==> config.mk <==
export PLATFORM = sky130hd
export DESIGN_NAME = id_decode_ctrl_flat
export DESIGN_NICKNAME = d
export VERILOG_FILES = /design/src/rtl/id_decode_if.sv /design/src/rtl/id_decode_ctrl.sv /design/src/flat_wrapper.sv
export SDC_FILE = /design/constraint.sdc
export NUM_CORES = 1
export LEC_CHECK = 0
export ABC_AREA = 1
export BUFFER_PORTS_ARGS = -buffer_cell sky130_fd_sc_hd__buf_2
export CORE_AREA = 2 2 127 129
export CTS_BUF_LIST = sky130_fd_sc_hd__clkbuf_4 sky130_fd_sc_hd__clkbuf_8
export DETAILED_ROUTE_END_ITERATION = 6
export DIE_AREA = 0 0 129 131
export PLACE_DENSITY = 0.42
export RECOVER_POWER = 100
export SYNTH_ARGS = -nofsm -noshare
export SYNTH_HDL_FRONTEND = slang
export SYNTH_SLANG_ARGS = --single-unit
==> constraint.sdc <==
create_clock -name clk -period 2.7 [get_ports clk]
set_input_delay 0.81 -clock clk [delete_from_list [all_inputs] [get_ports clk]]
set_output_delay 0.81 -clock clk [all_outputs]
set_load 0.03 [all_outputs]
==> src/rtl/id_decode_if.sv <==
// id_decode_if: bundles the fetch-side and EX-side handshakes of the decode
// stage, plus the hazard inputs and the flush redirect.
//   master : the decode controller (drives in_ready, out_valid, id_*, imm_sel,
//            illegal_inst)
//   slave  : the surrounding pipeline (drives flush, in_valid, if_*, ex_*,
//            out_ready)
interface id_decode_if #(
    parameter int XLEN = 32
);
    logic            flush;
    logic            in_valid;
    logic            in_ready;
    logic [XLEN-1:0] if_inst;
    logic [XLEN-1:0] if_pc;
    logic            ex_mem_read;
    logic [4:0]      ex_rd;
    logic            out_valid;
    logic            out_ready;
    logic [XLEN-1:0] id_inst;
    logic [XLEN-1:0] id_pc;
    logic [2:0]      imm_sel;
    logic            illegal_inst;

    modport master (
        input  flush, in_valid, if_inst, if_pc, ex_mem_read, ex_rd, out_ready,
        output in_ready, out_valid, id_inst, id_pc, imm_sel, illegal_inst
    );

    modport slave (
        output flush, in_valid, if_inst, if_pc, ex_mem_read, ex_rd, out_ready,
        input  in_ready, out_valid, id_inst, id_pc, imm_sel, illegal_inst
    );
endinterface

==> src/rtl/id_decode_ctrl.sv <==
// id_decode_ctrl: decode-stage controller owning the IF/ID pipeline register.
// Captures instruction/PC from fetch, decodes the opcode into the immediate
// type select, inserts load-use bubbles and hands the held instruction to EX.
//
// Ports:
//   clk  - clock, rising edge
//   rst  - asynchronous reset, active-high
//   bus  - id_decode_if.master (flush, fetch handshake, EX handshake,
//          ex_mem_read/ex_rd hazard inputs, id_inst/id_pc/imm_sel/illegal_inst)
//
// Parameters:
//   XLEN          width of PC and instruction words
//   STALL_CYCLES  bubble cycles spent in STALL per load-use hazard (1..7)
//
// Build option: define IMMSEL_ILLEGAL_DET_EN to register an illegal-opcode
// flag alongside id_inst; otherwise illegal_inst is constant 0.
//
// state | meaning
// EMPTY | nothing held, ready to capture from fetch
// FULL  | instruction held, offered to EX unless a load-use hazard is seen
// STALL | bubble countdown after a hazard, nothing offered or accepted
module id_decode_ctrl #(
    parameter int XLEN         = 32,
    parameter int STALL_CYCLES = 1
) (
    input  logic        clk,
    input  logic        rst,
    id_decode_if.master bus
);
    localparam logic [XLEN-1:0] NOP        = XLEN'(32'h0000_0013);
    localparam logic [2:0]      STALL_LOAD = 3'(STALL_CYCLES);

    localparam logic [2:0] IMM_NONE = 3'b000;
    localparam logic [2:0] IMM_I    = 3'b001;
    localparam logic [2:0] IMM_S    = 3'b010;
    localparam logic [2:0] IMM_B    = 3'b011;
    localparam logic [2:0] IMM_U    = 3'b100;
    localparam logic [2:0] IMM_J    = 3'b101;

    localparam logic [6:0] OP_R = 7'b0110011;

    typedef enum logic [1:0] {
        EMPTY = 2'd0,
        FULL  = 2'd1,
        STALL = 2'd2
    } state_t;

    state_t          state, state_nx;
    logic [2:0]      cnt, cnt_nx;
    logic [XLEN-1:0] inst_q, pc_q;
    logic [2:0]      imm_sel_q;
    logic            capture, clear;
    logic            in_ready, out_valid;
    logic            hazard, uses_rs1, uses_rs2;
    logic [4:0]      rs1, rs2;

    function automatic logic [2:0] decode_imm(input logic [6:0] op);
        logic [2:0] sel;
        sel = IMM_NONE;
        case (op)
            7'b0010011, 7'b0000011, 7'b1100111, 7'b1110011: sel = IMM_I;
            7'b0100011:                                     sel = IMM_S;
            7'b1100011:                                     sel = IMM_B;
            7'b0110111, 7'b0010111:                         sel = IMM_U;
            7'b1101111:                                     sel = IMM_J;
            default:                                        sel = IMM_NONE;
        endcase
        return sel;
    endfunction

    // Hazard is judged on the held word; imm_sel already tells us which
    // source fields are real, except R-type which shares the 000 code.
    assign rs1      = inst_q[19:15];
    assign rs2      = inst_q[24:20];
    assign uses_rs1 = (imm_sel_q != IMM_U) && (imm_sel_q != IMM_J);
    assign uses_rs2 = (inst_q[6:0] == OP_R) || (imm_sel_q == IMM_S) || (imm_sel_q == IMM_B);
    assign hazard   = bus.ex_mem_read && (bus.ex_rd != 5'd0) &&
                      (((bus.ex_rd == rs1) && uses_rs1) || ((bus.ex_rd == rs2) && uses_rs2));

    always_ff @(posedge clk or posedge rst) begin
        if (rst) begin
            state <= EMPTY;
            cnt   <= 3'd0;
        end else begin
            state <= state_nx;
            cnt   <= cnt_nx;
        end
    end

    always_comb begin
        state_nx  = state;
        cnt_nx    = cnt;
        in_ready  = 1'b0;
        out_valid = 1'b0;
        capture   = 1'b0;
        clear     = 1'b0;
        case (state)
            EMPTY: begin
                in_ready = 1'b1;
                if (bus.in_valid) begin
                    capture  = 1'b1;
                    state_nx = FULL;
                end
            end
            FULL: begin
                if (hazard) begin
                    cnt_nx   = STALL_LOAD;
                    state_nx = STALL;
                end else begin
                    out_valid = 1'b1;
                    in_ready  = bus.out_ready;
                    if (bus.out_ready) begin
                        if (bus.in_valid) begin
                            capture = 1'b1;
                        end else begin
                            state_nx = EMPTY;
                        end
                    end
                end
            end
            STALL: begin
                // A zero count can only come from an out-of-range parameter;
                // treat it like the last bubble rather than wrapping.
                if (cnt <= 3'd1) begin
                    cnt_nx   = 3'd0;
                    state_nx = FULL;
                end else begin
                    cnt_nx = cnt - 3'd1;
                end
            end
            default: begin
                state_nx = EMPTY;
                cnt_nx   = 3'd0;
            end
        endcase
        // Redirect wins over everything: drop the incoming word and the held one.
        if (bus.flush) begin
            state_nx = EMPTY;
            cnt_nx   = 3'd0;
            in_ready = 1'b0;
            capture  = 1'b0;
            clear    = 1'b1;
        end
    end

    always_ff @(posedge clk or posedge rst) begin
        if (rst) begin
            inst_q    <= NOP;
            pc_q      <= '0;
            imm_sel_q <= IMM_NONE;
        end else if (clear) begin
            inst_q    <= NOP;
            imm_sel_q <= IMM_NONE;
        end else if (capture) begin
            inst_q    <= bus.if_inst;
            pc_q      <= bus.if_pc;
            imm_sel_q <= decode_imm(bus.if_inst[6:0]);
        end
    end

`ifdef IMMSEL_ILLEGAL_DET_EN
    logic illegal_q;

    always_ff @(posedge clk or posedge rst) begin
        if (rst) begin
            illegal_q <= 1'b0;
        end else if (clear) begin
            illegal_q <= 1'b0;
        end else if (capture) begin
            illegal_q <= (decode_imm(bus.if_inst[6:0]) == IMM_NONE) &&
                         (bus.if_inst[6:0] != OP_R);
        end
    end

    assign bus.illegal_inst = illegal_q;
`else
    assign bus.illegal_inst = 1'b0;
`endif

    assign bus.in_ready  = in_ready;
    assign bus.out_valid = out_valid;
    assign bus.id_inst   = inst_q;
    assign bus.id_pc     = pc_q;
    assign bus.imm_sel   = imm_sel_q;
endmodule

==> src/flat_wrapper.sv <==
// flat-port wrapper written by rule: the top's interface ports become plain ports
module id_decode_ctrl_flat 
#(
    parameter int XLEN         = 32,
    parameter int STALL_CYCLES = 1
)
  (clk, rst, bus_flush, bus_in_valid, bus_if_inst, bus_if_pc, bus_ex_mem_read, bus_ex_rd, bus_out_ready, bus_in_ready, bus_out_valid, bus_id_inst, bus_id_pc, bus_imm_sel, bus_illegal_inst);
  id_decode_if #(.XLEN(XLEN)) bus_i ();
  input  logic clk;
  input  logic rst;
  input wire logic [$bits(bus_i.flush)-1:0] bus_flush;
  input wire logic [$bits(bus_i.in_valid)-1:0] bus_in_valid;
  input wire logic [$bits(bus_i.if_inst)-1:0] bus_if_inst;
  input wire logic [$bits(bus_i.if_pc)-1:0] bus_if_pc;
  input wire logic [$bits(bus_i.ex_mem_read)-1:0] bus_ex_mem_read;
  input wire logic [$bits(bus_i.ex_rd)-1:0] bus_ex_rd;
  input wire logic [$bits(bus_i.out_ready)-1:0] bus_out_ready;
  output wire logic [$bits(bus_i.in_ready)-1:0] bus_in_ready;
  output wire logic [$bits(bus_i.out_valid)-1:0] bus_out_valid;
  output wire logic [$bits(bus_i.id_inst)-1:0] bus_id_inst;
  output wire logic [$bits(bus_i.id_pc)-1:0] bus_id_pc;
  output wire logic [$bits(bus_i.imm_sel)-1:0] bus_imm_sel;
  output wire logic [$bits(bus_i.illegal_inst)-1:0] bus_illegal_inst;
  assign bus_i.flush = bus_flush;
  assign bus_i.in_valid = bus_in_valid;
  assign bus_i.if_inst = bus_if_inst;
  assign bus_i.if_pc = bus_if_pc;
  assign bus_i.ex_mem_read = bus_ex_mem_read;
  assign bus_i.ex_rd = bus_ex_rd;
  assign bus_i.out_ready = bus_out_ready;
  assign bus_in_ready = bus_i.in_ready;
  assign bus_out_valid = bus_i.out_valid;
  assign bus_id_inst = bus_i.id_inst;
  assign bus_id_pc = bus_i.id_pc;
  assign bus_imm_sel = bus_i.imm_sel;
  assign bus_illegal_inst = bus_i.illegal_inst;
  id_decode_ctrl #(.XLEN(XLEN), .STALL_CYCLES(STALL_CYCLES)) u_core (.clk(clk), .rst(rst), .bus(bus_i));
endmodule
==> tab_implementation.tex, run 1 <==
\begin{tabular}{lr}
\hline
Metric & Value \\
\hline
\multicolumn{2}{l}{\textbf{Hold path}} \\
\quad Worst hold path class & reg2reg \\
\quad Worst Hold Depth & 2 \\
\multicolumn{2}{l}{\textbf{Timing}} \\
\quad Maximum clock rate & 0.371 GHz \\
\quad Hold violation total from the final report & 0 \\
\quad Fin crit period & 2.70 ns \\
\quad Setup Viol. Count Final & 0 \\
\quad Worst Tran Pin Value & 1.85 ns \\
\quad Setup TNS & 0 ns \\
\quad Final-layout worst hold slack & 0.473 ns \\
\quad Worst clock skew & 0.00838 ns \\
\quad Max-slew violations & 73 \\
\quad Worst slew slack as a fraction of its limit & -23.5\% \\
\quad Share of the clock period used by the worst path after layout & 99.9\% \\
\quad Setup repair after global routing missed its margin & true \\
\multicolumn{2}{l}{\textbf{Routing}} \\
\quad Total via count in the routed design & 3443 \\
\quad Detailed-route DRC error count & 0 \\
\quad Number of routed nets with antenna violations & 0 \\
\quad Total iterations of the first detailed-routing run & 4 \\
\quad Post-detailed-routing wire length & 11200 microns \\
\quad Wire length per cell after detailed routing & 14.1 microns \\
\quad Count of routing violations after the opening detailed-route iteration & 177 \\
\quad Average vias per placed instance & 4.34 \\
\multicolumn{2}{l}{\textbf{Synthesis}} \\
\quad Number of synthesized register bits & 72 \\
\quad Most frequent cell after synthesis & sky130\_fd\_sc\_hd\_\_nand2\_1 \\
\quad Cell taking the most area after synthesis & sky130\_fd\_sc\_hd\_\_dfrtp\_1 \\
\quad Number of flops mapped to enable cells by yosys & 0 \\
\quad Post-Syn Nets & 507 \\
\quad Most area-consuming cells after synthesis & sky130\_fd\_sc\_hd\_\_dfrtp\_1, sky130\_fd\_sc\_hd\_\_nand2\_1, sky130\_fd\_sc\_hd\_\_nand3\_1 \\
\quad Area share of the largest cell type after synthesis & 49.0\% \\
\quad Per-instance average area after synthesis & 8.28 sq um \\
\quad Sequential share of the synthesized area & 51.2\% \\
\quad Yosys warning count & 0 \\
\quad Count of distinct cell types in the synthesized netlist & 28 \\
\quad Gate count after technology mapping & 426 \\
\quad Commonest cells in the synthesized netlist & sky130\_fd\_sc\_hd\_\_nand2\_1, sky130\_fd\_sc\_hd\_\_nand3\_1, sky130\_fd\_sc\_hd\_\_dfrtp\_1, sky130\_fd\_sc\_hd\_\_nand4\_1, sky130\_fd\_sc\_hd\_\_inv\_1 \\
\quad Ys async rst share & 100\% \\
\quad Most used flip-flop cell after synthesis & sky130\_fd\_sc\_hd\_\_dfrtp\_1 \\
\quad Synthesized area & 0.00353 sq mm \\
\multicolumn{2}{l}{\textbf{Layout}} \\
\quad Synthesis-to-finish area growth & 36.1\% \\
\quad N\_diodes & 0 \\
\quad Number of filler cells placed in the layout & 1721 \\
\quad Fin util & 30.8\% \\
\quad Filler-free cell count of the finished design & 794 \\
\quad Post-layout net count & 654 \\
\quad Fraction of final layout cells with drive strength greater than 1 & 24.7\% \\
\multicolumn{2}{l}{\textbf{Clock tree}} \\
\quad Clock latency on the worst-skew pair & 0.36 ns \\
\quad Number of clock sinks & 72 \\
\quad Clock transition time at the flip-flop clock pins of the worst setup and hold paths & 0.08 ns \\
\quad Number of CTS-inserted buffers & 9 \\
\quad CTS tree & yes \\
\quad Deepest clock path buffer count & 2 \\
\quad Library cell used as clock root buffer & sky130\_fd\_sc\_hd\_\_clkbuf\_8 \\
\quad Number of H-tree levels & 3 \\
\multicolumn{2}{l}{\textbf{Pwr}} \\
\quad Switching component of the power & 1560 uW \\
\quad Reported leakage power & 0.00247 uW \\
\quad Fraction of power consumed by the clock network & 27.4\% \\
\quad Switching fraction of total power & 40.1\% \\
\quad Internal power & 2330 uW \\
\quad Part of the power in combinational logic & 35.3\% \\
\quad Share of power burned in registers & 37.3\% \\
\quad Worst voltage drop across the vdd grid & 0.283 mV \\
\quad Pwr per Cell Area & 810 mW/mm\^{}2 \\
\multicolumn{2}{l}{\textbf{Floorplan}} \\
\quad Floorplan die area & 0.0169 sq mm \\
\quad Die extent in y & 131 microns \\
\quad Cell row count & 46 \\
\quad Placeable core region & 0.0156 sq mm \\
\quad Top Ports & 145 \\
\quad Die width & 129 microns \\
\quad Starting density of the core & 22.6\% \\
\multicolumn{2}{l}{\textbf{Setup path}} \\
\quad Crit-path max FO & 2 \\
\quad Required time at the worst-slack endpoint & 1.89 ns \\
\quad Worst Setup Path Type & in2out \\
\quad Type of element launching the critical path & primary input \\
\quad Worst Setup End Kind & output port \\
\quad Data arrival, critical path & 1.89 ns \\
\quad Worst reg-to-reg path cell count & 15 \\
\multicolumn{2}{l}{\textbf{Global routing}} \\
\quad GRT Overall Usage & 13.7\% \\
\quad Remaining global-route overflow & 0 \\
\quad Wire length of the first global-routing pass & 17900 microns \\
\quad Via count of the first global-routing pass & 3511 \\
\quad Maximum number of pins on one net before global-route repair & 102 \\
\quad Number of antenna violations at the first check in global routing & 0 \\
\multicolumn{2}{l}{\textbf{Outcome}} \\
\quad Violated checks & max-capacitance violations, max-slew violations \\
\quad Outcome & finished with violations \\
\multicolumn{2}{l}{\textbf{Flow run}} \\
\quad Max cap viols & 1 \\
\multicolumn{2}{l}{\textbf{Placed design}} \\
\quad Post-Place Cells & 772 \\
\quad Post-DP HPWL & 7690 microns \\
\quad Count of buffers from port buffering & 143 \\
\quad RD Place Congestion & 0.879 \\
\hline
\end{tabular}
flip-flops by register name (all words and copies together), names as in the netlist:
name                cells
u_core.state            2
u_core.cnt              3
u_core.bus.imm_sel      3
u_core.bus.id_pc       32
u_core.bus.id_inst     32
cell type report:
type / instances / area, sq um / share of cell area [%]
sequential: 72 / 1810 / 37.6
multi-input combinational: 298 / 1510 / 31.4
timing repair buffer: 164 / 855 / 17.8
tap: 216 / 270 / 5.63
clock buffer: 11 / 145 / 3.02
inverter: 28 / 115 / 2.40
clock inverter: 5 / 104 / 2.16
kinds of logic (layout without fill, tap and decap cells):
group | after synthesis | after routing | synth area share (%)
AND/OR/NAND/NOR | 271 | 271 | 35.4
adder cells (fa/ha/maj) | 6 | 6 | 2.13
AO/OA/AOI/OAI | 15 | 15 | 2.45
flip-flops | 72 | 72 | 51.2
other | 1 | 1 | 0.106
XOR/XNOR | 5 | 5 | 1.24
buffers and inverters | 56 | 208 | 7.48
stage by stage:
| step | setup slack [ns] | instance area, sq um | power (uW) |
|---|---|---|---|
| 3_5_place_dp | -0.118 | 4510 | 2860 |
| 5_1_grt | -0.104 | 4800 | 4160 |
| 6_report | 0.00180 | 4800 | 3890 |
| 3_3_place_gp | -0.0692 | 4510 | 2840 |
| 2_1_floorplan | 0.0295 | 3530 | 2380 |
| 4_1_cts | -0.0224 | 4850 | 4010 |
what timing repair did:
action,CTS,global route
pin swaps,5,7
hold buffers,0,0
setup buffers,5,1
resized for setup,19,12
setup endpoints to repair,2,2
gates cloned,0,0
power by group through the flow:
stage | clock network [uW] | registers [uW] | logic (uW)
2_1_floorplan | 0 | 1900 | 474
3_3_place_gp | 0 | 1460 | 1380
3_5_place_dp | 0 | 1460 | 1400
4_1_cts | 1130 | 1440 | 1440
5_1_grt | 1170 | 1480 | 1510
6_report | 1070 | 1450 | 1370
cell usage in the layout (no fill, tap or decap), types with 10 or more instances in the layout:
cell type | synthesis | layout
sky130_fd_sc_hd__buf_2 | 4 | 74
sky130_fd_sc_hd__dfrtp_1 | 69 | 69
sky130_fd_sc_hd__buf_4 | 7 | 18
sky130_fd_sc_hd__nand3_1 | 70 | 68
sky130_fd_sc_hd__clkbuf_1 | 10 | 64
sky130_fd_sc_hd__inv_1 | 28 | 22
sky130_fd_sc_hd__clkbuf_8 | 0 | 10
sky130_fd_sc_hd__nand4_1 | 37 | 37
sky130_fd_sc_hd__nand2_1 | 135 | 129
sky130_fd_sc_hd__nor2_1 | 15 | 15
worst max-delay path, cell delays in order:
cell,delay (ns)
sky130_fd_sc_hd__buf_8,0.10
sky130_fd_sc_hd__xnor2_1,0.16
sky130_fd_sc_hd__nand2_1,0.08
sky130_fd_sc_hd__nor2_1,0.14
sky130_fd_sc_hd__nand3_2,0.09
sky130_fd_sc_hd__nand2_2,0.09
sky130_fd_sc_hd__nand2_4,0.06
sky130_fd_sc_hd__nand2_4,0.06
sky130_fd_sc_hd__nand2_2,0.05
sky130_fd_sc_hd__nand2_2,0.07
sky130_fd_sc_hd__a21oi_2,0.04
sky130_fd_sc_hd__buf_6,0.14
layer usage:
| metal | vias up | GRT usage, % | wire length, microns |
|---|---|---|---|
| met4 | 0 | 4.28 | 178 |
| met5 | - | 0 | 0 |
| met1 | 1595 | 17.4 | 5100 |
| met3 | 17 | 5.09 | 855 |
| met2 | 130 | 21.6 | 5080 |
| li1 | 1701 | - | - |
final timing paths:
| check | end | startpoint | slack (ns) |
|---|---|---|---|
| max | bus_in_ready | bus_ex_rd[2] | 0.002 |
| min | u_core.bus.id_pc[18] | u_core.bus.id_pc[18] | 0.47 |
| max reg2reg | u_core.bus.id_pc[23] | u_core.bus.id_inst[4] | 0.52 |
| min reg2reg | u_core.bus.id_pc[18] | u_core.bus.id_pc[18] | 0.47 |
| max in group asynchronous | u_core.bus.id_inst[29] | rst | 0.48 |
| min in group asynchronous | u_core.bus.id_pc[30] | rst | 1.10 |
(Power assumes the default switching activity.)
==> run 2: changes to the inputs <==
- PLACE_DENSITY: 0.42 -> 0.41
- clock period: 2.7 -> 2.55 ns (I/O delays scaled with it)
==> run 2 against run 1 <==
  * The flow finishes with violations (max-capacitance violations, max-slew violations, negative setup slack)
  * Total power increased by 6.2%
  * Combinational power rose by 8%
  * Register-to-register slack worse by 0.31 ns
  * Utilization increased by 0.17 points
  * Global-route usage about the same
  * Worst hold slack better by 0.0012 ns
  * Cell count rose by 0.76%
  * Flip-flop and latch count unchanged
  * Sequential power up 6%
  * Setup slack got worse by 0.071 ns
==> tab_implementation.tex, run 2 (synthesis results as in run 1) <==
\begin{tabular}{lr}
\hline
Metric & Value \\
\hline
\multicolumn{2}{l}{\textbf{Pwr}} \\
\quad Internal power & 2450 uW \\
\quad Share of power burned in registers & 37.2\% \\
\quad Worst voltage drop across the vdd grid & 0.295 mV \\
\quad Switching component of the power & 1680 uW \\
\quad Switching fraction of total power & 40.7\% \\
\quad Pwr per Cell Area & 856 mW/mm\^{}2 \\
\quad Fraction of power consumed by the clock network & 27.1\% \\
\quad Part of the power in combinational logic & 35.8\% \\
\quad Reported leakage power & 0.00252 uW \\
\multicolumn{2}{l}{\textbf{Floorplan}} \\
\quad Die extent in y & 131 microns \\
\quad Starting density of the core & 22.6\% \\
\quad Cell row count & 46 \\
\quad Top Ports & 145 \\
\quad Die width & 129 microns \\
\quad Placeable core region & 0.0156 sq mm \\
\quad Floorplan die area & 0.0169 sq mm \\
\multicolumn{2}{l}{\textbf{Setup path}} \\
\quad Crit-path max FO & 2 \\
\quad Cells along the critical path & buf\_4, xor2\_1, nor2\_1, nand3\_2, nand2\_2, nand2\_4, nand2\_4, nand2\_2, nand2\_2, a21oi\_2, buf\_6 \\
\quad Required time at the worst-slack endpoint & 1.79 ns \\
\quad Type of element launching the critical path & primary input \\
\quad Worst reg-to-reg path cell count & 18 \\
\quad Buffers plus inverters on the worst setup path & 2 \\
\quad Critical-path top delay cell & sky130\_fd\_sc\_hd\_\_xor2\_1 \\
\quad Cell occurring most often along the worst timing path & sky130\_fd\_sc\_hd\_\_nand2\_2 \\
\quad Worst Setup End Kind & output port \\
\quad Cell count along the critical path & 11 \\
\quad Data arrival, critical path & 1.85 ns \\
\quad Maximum single-stage delay on the critical path & 0.17 ns \\
\quad Worst Setup Path Type & in2out \\
\quad Category of cells accounting for the largest share of critical-path delay & simple AND/OR/NAND/NOR gates \\
\multicolumn{2}{l}{\textbf{Routing}} \\
\quad Detailed-route DRC error count & 0 \\
\quad Post-detailed-routing wire length & 11300 microns \\
\quad Wire length per cell after detailed routing & 14.2 microns \\
\quad Count of routing violations after the opening detailed-route iteration & 136 \\
\quad Total via count in the routed design & 3517 \\
\quad Number of routed nets with antenna violations & 0 \\
\quad Average vias per placed instance & 4.40 \\
\quad Total iterations of the first detailed-routing run & 4 \\
\multicolumn{2}{l}{\textbf{Clock tree}} \\
\quad CTS tree & yes \\
\quad Deepest clock path buffer count & 2 \\
\quad Clock transition time at the flip-flop clock pins of the worst setup and hold paths & 0.07 ns \\
\quad Clock latency on the worst-skew pair & 0.36 ns \\
\quad Number of clock sinks & 72 \\
\quad Number of H-tree levels & 3 \\
\quad Hold-fix buffers, CTS & 0 \\
\quad Library cell used as clock root buffer & sky130\_fd\_sc\_hd\_\_clkbuf\_8 \\
\quad Number of CTS-inserted buffers & 9 \\
\multicolumn{2}{l}{\textbf{Layout}} \\
\quad Filler-free cell count of the finished design & 800 \\
\quad N\_diodes & 0 \\
\quad Fin util & 30.9\% \\
\quad Fraction of final layout cells with drive strength greater than 1 & 27.1\% \\
\quad Commonest non-fill, non-tap cells in the layout & sky130\_fd\_sc\_hd\_\_nand2\_1, sky130\_fd\_sc\_hd\_\_buf\_2, sky130\_fd\_sc\_hd\_\_dfrtp\_1, sky130\_fd\_sc\_hd\_\_nand3\_1, sky130\_fd\_sc\_hd\_\_clkbuf\_1 \\
\quad Most common cell after layout, fill and taps aside & sky130\_fd\_sc\_hd\_\_nand2\_1 \\
\quad Post-layout net count & 660 \\
\quad Synthesis-to-finish area growth & 36.9\% \\
\multicolumn{2}{l}{\textbf{Outcome}} \\
\quad Violated checks & max-capacitance violations, max-slew violations, negative setup slack \\
\quad Outcome & finished with violations \\
\multicolumn{2}{l}{\textbf{Placed design}} \\
\quad Count of buffers from port buffering & 143 \\
\quad Post-DP HPWL & 7790 microns \\
\quad Post-Place Cells & 774 \\
\quad RD Place Congestion & 0.893 \\
\multicolumn{2}{l}{\textbf{Global routing}} \\
\quad Number of antenna violations at the first check in global routing & 0 \\
\quad Maximum number of pins on one net before global-route repair & 102 \\
\quad Via count of the first global-routing pass & 3404 \\
\quad Wire length of the first global-routing pass & 17900 microns \\
\quad GRT Overall Usage & 13.7\% \\
\quad Remaining global-route overflow & 0 \\
\multicolumn{2}{l}{\textbf{Timing}} \\
\quad Worst slew slack as a fraction of its limit & -27.1\% \\
\quad Worst Tran Pin Value & 1.91 ns \\
\quad Setup Viol. Count Final & 2 \\
\quad Setup repair after global routing missed its margin & true \\
\quad Share of the clock period used by the worst path after layout & 103\% \\
\quad Fin crit period & 2.62 ns \\
\quad Max-slew violations & 73 \\
\quad Final WS setup & -0.0693 ns \\
\quad Worst clock skew & 0.00821 ns \\
\quad Maximum clock rate & 0.382 GHz \\
\quad Hold violation total from the final report & 0 \\
\multicolumn{2}{l}{\textbf{Hold path}} \\
\quad Worst Hold Depth & 2 \\
\quad Worst hold path class & reg2reg \\
\multicolumn{2}{l}{\textbf{Flow run}} \\
\quad Max cap viols & 1 \\
\hline
\end{tabular}
==> run 2: changes by cell type in the layout (fill, tap and decap cells not counted), sizes merged <==
cell and delta:
buf +14, clkbuf -10, clkinv +1, clkinvlp +1
==> run 2: path summary, 6_finish.rpt <==
kind,startpoint,end,slack [ns]
hold reg to reg,u_core.bus.id_pc[20],u_core.bus.id_pc[20],0.47
setup reg to reg,u_core.bus.id_inst[17],u_core.cnt[1],0.21
hold / removal,u_core.bus.id_pc[20],u_core.bus.id_pc[20],0.47
max in group asynchronous,rst,u_core.bus.id_pc[25],0.34
setup / recovery,bus_ex_rd[3],bus_in_ready,-0.07
min in group asynchronous,rst,u_core.bus.id_inst[29],1.07
==> run 2: final cells by class <==
type,instances,area (sq um)
fillers,1699,10800
flip-flops and latches,72,1810
multi-input cells,298,1510
repair buffers,170,892
well taps,216,270
clock buffers,9,124
clock inverters,7,120
inverters,28,110
==> run 2: power by group through the flow <==
stage | Combinational, uW | Sequential, uW | Clock (uW)
final | 1480 | 1540 | 1120
after global routing | 1620 | 1570 | 1210
after CTS | 1540 | 1530 | 1170
after detailed placement | 1480 | 1550 | 0
after global placement | 1470 | 1550 | 0
after floorplan | 503 | 2020 | 0
==> run 2: worst register-to-register path, stage by stage, from the launching register on <==
cell and delay [ns]:
sky130_fd_sc_hd__dfrtp_1 0.44, sky130_fd_sc_hd__o21ai_0 0.21, sky130_fd_sc_hd__nor2_1 0.06, sky130_fd_sc_hd__nand3_1 0.09
sky130_fd_sc_hd__nand2_2 0.07, sky130_fd_sc_hd__nand2_4 0.08, sky130_fd_sc_hd__nand2_4 0.06, sky130_fd_sc_hd__nand2_2 0.07
sky130_fd_sc_hd__nand2_2 0.05, sky130_fd_sc_hd__buf_4 0.12, sky130_fd_sc_hd__buf_4 0.12, sky130_fd_sc_hd__buf_4 0.12
sky130_fd_sc_hd__buf_4 0.12, sky130_fd_sc_hd__buf_4 0.12, sky130_fd_sc_hd__buf_4 0.12, sky130_fd_sc_hd__buf_4 0.12
sky130_fd_sc_hd__buf_4 0.14, sky130_fd_sc_hd__nand2_1 0.05, sky130_fd_sc_hd__o21ai_1 0.06
==> run 2: what timing repair did <==
action                     4_1_cts  5_1_grt
gates resized for setup         19       13
buffers inserted                10        2
pin swaps                        3        9
setup endpoints to repair        2        5
==> run 2: per-stage QoR <==
stage / instance area, sq um / worst slack, ns / hold WS [ns] / power [uW] / TNS [ns]
finish: 4830 / -0.0693 / 0.474 / 4130 / -0.0904
detailed placement: 4520 / -0.148 / 0.453 / 3030 / -0.227
CTS: 4880 / -0.190 / 0.472 / 4240 / -0.386
floorplan: 3530 / -0.0305 / 0.490 / 2520 / -0.0305
global placement: 4520 / -0.133 / 0.448 / 3020 / -0.209
global route: 4830 / -0.220 / 0.497 / 4400 / -3.87
==> run 2: metal layers <==
| metal | share of wire [%] | global-route usage [%] | vias up | routed length (microns) |
|---|---|---|---|---|
| met2 | 44 | 20.7 | 130 | 4970 |
| li1 | - | - | 1715 | - |
| met4 | 1.6 | 5.63 | 0 | 178 |
| met3 | 6.6 | 3.05 | 15 | 747 |
| met5 | 0 | 0 | - | 0 |
| met1 | 48 | 18.9 | 1657 | 5440 |
